**config.mk**
```make
export PLATFORM = sky130hd
export DESIGN_NAME = up_counter
export DESIGN_NICKNAME = d
export VERILOG_FILES = /design/src/rtl/up_counter.sv
export SDC_FILE = /design/constraint.sdc
export NUM_CORES = 1
export LEC_CHECK = 0
export BUFFER_PORTS_ARGS = -buffer_cell sky130_fd_sc_hd__buf_2
export CORE_MARGIN = 2
export CORE_UTILIZATION = 44
export DETAILED_ROUTE_END_ITERATION = 8
export PLACE_DENSITY_LB_ADDON = 0.05
export SYNTH_ARGS = -nofsm -noshare
export SYNTH_HDL_FRONTEND = slang
export SYNTH_SLANG_ARGS = --single-unit
export TNS_END_PERCENT = 50
```
**constraint.sdc**
```tcl
create_clock -name clk -period 1.4 [get_ports clk]
set_input_delay 0.28 -clock clk [delete_from_list [all_inputs] [get_ports clk]]
set_output_delay 0.28 -clock clk [all_outputs]
set_load 0.05 [all_outputs]
```
**src/rtl/up_counter.sv**
```systemverilog
// Cycle sequencer for the A5/1 datapath: counts through key load, frame load,
// mixing and keystream phases, then stops with a sticky DONE.
module up_counter #(
    parameter int WIDTH     = 9,
    parameter int KEY_LEN   = 64,
    parameter int FRAME_LEN = 22,
    parameter int MIX_LEN   = 100,
    parameter int OUT_LEN   = 228
) (
    input  logic             clk,
    input  logic             clr,
    output logic [WIDTH-1:0] Q,
    input  logic             ENABLE,
    output logic             STAGEONE,
    output logic             STAGETWO,
    output logic             STAGETHREE,
    output logic             OUTPUTSTAGE,
    output logic             DONE
);

    localparam int TOTAL = KEY_LEN + FRAME_LEN + MIX_LEN + OUT_LEN;

    // First count value of each later phase, and the final count.
    localparam logic [WIDTH-1:0] TWO_START   = WIDTH'(KEY_LEN);
    localparam logic [WIDTH-1:0] THREE_START = WIDTH'(KEY_LEN + FRAME_LEN);
    localparam logic [WIDTH-1:0] OUT_START   = WIDTH'(KEY_LEN + FRAME_LEN + MIX_LEN);
    localparam logic [WIDTH-1:0] LAST        = WIDTH'(TOTAL - 1);

    logic active;

    assign active = ENABLE && !DONE;

    always_ff @(posedge clk or posedge clr) begin
        if (clr) begin
            Q    <= '0;
            DONE <= 1'b0;
        end else if (active) begin
            if (Q == LAST) begin
                DONE <= 1'b1;
            end else begin
                Q <= Q + 1'b1;
            end
        end
    end

    // Q never exceeds LAST, so the output phase needs no upper bound check.
    always_comb begin
        STAGEONE    = 1'b0;
        STAGETWO    = 1'b0;
        STAGETHREE  = 1'b0;
        OUTPUTSTAGE = 1'b0;
        if (active) begin
            if (Q < TWO_START) begin
                STAGEONE = 1'b1;
            end else if (Q < THREE_START) begin
                STAGETWO = 1'b1;
            end else if (Q < OUT_START) begin
                STAGETHREE = 1'b1;
            end else begin
                OUTPUTSTAGE = 1'b1;
            end
        end
    end

endmodule

```
==> flow_summary.json <==
{
  "grt-ovfl-total": 0,
  "ant_nets": 0,
  "synth.cell_area_um2": 627,
  "io_buffers": 16,
  "start_util": 0.476,
  "worst_setup_path_start_kind": "flip-flop",
  "antenna_found_initial": 0,
  "routedWlPerCell_um": 14.4,
  "cts_hold_buf": 0,
  "min_period_ns": 1.80,
  "synth_commonest_cells": "dfrtp_1, a21oi_1, xor2_1",
  "dr.first_iter.drc_count": 3,
  "synth-async-reset-ratio": 1.00,
  "cts_buffers": 3,
  "avgViaCountPerCell": 5.30,
  "fin_area_um2": 992,
  "max_freq_ghz": 0.556,
  "synth_area_leaders": "dfrtp_1, xor2_1, mux2i_1, ha_1, a31oi_4",
  "holdWs_ns": -0.0132,
  "rr_worst_depth": 6,
  "worstMarginPinSlew_ns": 0.406,
  "synth_edf_count": 0,
  "drive_gt1_frac": 0.621,
  "critPathRequiredTime_ns": 1.12,
  "crit_start": "Q[7]",
  "cap_violations": 0,
  "synth_most_common_cell": "dfrtp_1",
  "drc_errors": 0,
  "synth_cell_types": 29,
  "dpl_cell_area_um2": 911,
  "rows": 13,
  "pre_cts_slack_ns": -0.209,
  "core_region_area_um2": 1320,
  "end_kind": "output pin",
  "diodes": 0,
  "drt-total-wl_mm": 1.59,
  "routabilityCongestion": 0.848,
  "clk_latency_ns": 0.26,
  "synth_top_area_cell": "dfrtp_1",
  "synth-seq-cells": 10,
  "die_area_um2": 1740,
  "critPathMaxFanout": 5,
  "cts_root_buffer": "clkbuf_4",
  "r2r_start": "Q[1]",
  "clock-sinks": 10,
  "status": "complete, but fails checks",
  "syn_nets": 67,
  "yosysWarnings": 0,
  "grt_pass1_wl_mm": 2.52,
  "hpwl_mm": 1.22,
  "synthCells": 62,
  "synth_top_area_share": 0.399,
  "htree_levels": 1,
  "p_leak_nw": 0.487,
  "setup_violations": 6,
  "ios": 17,
  "vias": 583,
  "clockBufferDepth": 2,
  "path_class": "flip-flop to output pin",
  "clk_pin_slew_ns": 0.07,
  "hold_path.class": "input port to async pin",
  "fin_skew_ns": 0.00203,
  "syn-mean-instance-area_um2": 10.1,
  "p_per_area_nw_per_um2": 2380,
  "slew_viol_final": 0,
  "track_usage": 0.186,
  "worst_slack_ns": -0.397,
  "die_w_um": 41.7,
  "syn2layout_area_growth_pct": 58.3,
  "grt_max_degree": 11,
  "hold_viol": 10,
  "min_period_over_period": 1.28,
  "max-slew-margin-rel": 0.729,
  "crit_arrival_ns": 1.52,
  "violations": "negative hold slack, negative setup slack",
  "rsz0062_at_grt": "yes",
  "synth_ff_type": "dfrtp_1",
  "vdd_ir_drop_max_mv": 1.51,
  "die_y_um": 41.7,
  "first_pass_iters": 4,
  "nNetsFinal": 101,
  "cts_tree": "built",
  "ys_seq_area_frac": 0.399,
  "first_global_vias": 543
}
==> cells by family (layout without fill, tap and decap cells) <==
group	count (synthesis)	in the layout	share of synthesized area
mux	3	3	0.0479
xor+xnor	5	5	0.0699
buf+inv	6	39	0.0419
fa+ha+maj	2	2	0.0399
compound gates	12	12	0.162
flops	10	10	0.399
simple gates	24	24	0.240
==> repair_timing <==
action                     CTS  global route
pin swaps                    1             3
cloned                       0             0
setup endpoints to repair    7            11
setup buffers                0             1
resized for setup            9             3
==> layout by cell type (no fill, tap or decap), drive strengths merged, types with 2 or more instances in the layout <==
cell,Yosys,final
inv,3,3
buf,3,31
and3,2,2
a31oi,3,3
nor2b,2,2
nand3,2,2
xor2,4,4
mux2i,3,3
nand4,3,3
nor3,3,3
nand2,2,2
a21oi,4,4
ha,2,2
clkbuf,0,5
dfrtp,10,10
nor2,3,3
==> flip-flops by register name (all words and copies together), names as in the netlist <==
| register | count |
|---|---|
| DONE | 1 |
| Q | 9 |
==> metal layers <==
| metal | vias up | GRT usage | share of wire |
|---|---|---|---|
| li1 | 294 | - | - |
| met1 | 274 | 0.246 | 0.46 |
| met2 | 15 | 0.316 | 0.50 |
| met3 | 0 | 0.0478 | 0.044 |
| met4 | 0 | 0.0194 | 0 |
| met5 | - | 0 | 0 |
==> power by group <==
part	internal, mW	leakage, nW	switching (mW)
clock network	0.158	0.0210	0.108
logic	0.591	0.354	0.952
registers	0.418	0.112	0.138
total	1.17	0.487	1.20
==> worst paths after layout <==
check / slack, ns / end
worst max-delay path: -0.40 / STAGETHREE
worst min-delay path: -0.01 / Q[3]
worst max register to register: -0.02 / Q[0]
worst min register to register: 0.58 / Q[0]
max in group asynchronous: 1.10 / DONE
min in group clk: 0.44 / DONE
==> stage by stage <==
step                std cells  power, mW  utilization  hold WS, ns  TNS (ns)
floorplan                  62       1.57            -        0.120     -1.42
global placement          105       1.98        0.691        0.273    -0.508
detailed placement        105       2.02        0.691        0.299    -0.627
CTS                       109       2.33        0.740      0.00943     -1.58
global route              110       2.48        0.753       0.0315     -1.90
finish                    110       2.36        0.753      -0.0132     -1.53
==> critical path, cell delays in order, from the launching register on <==
cell and delay, ns:
dfrtp_2 0.43, a211o_2 0.33, a31oi_4 0.16, buf_6 0.14, nor3b_4 0.04, buf_6 0.15
==> final cells by class <==
cell class | instances | area (um2)
multi-input combinational | 46 | 425
timing repair buffer | 32 | 235
sequential | 10 | 263
tap | 15 | 18.8
clock buffer | 4 | 36.3
fill | 112 | 325
inverter | 3 | 13.8
Note: power is estimated with default switching activity, not from simulation.
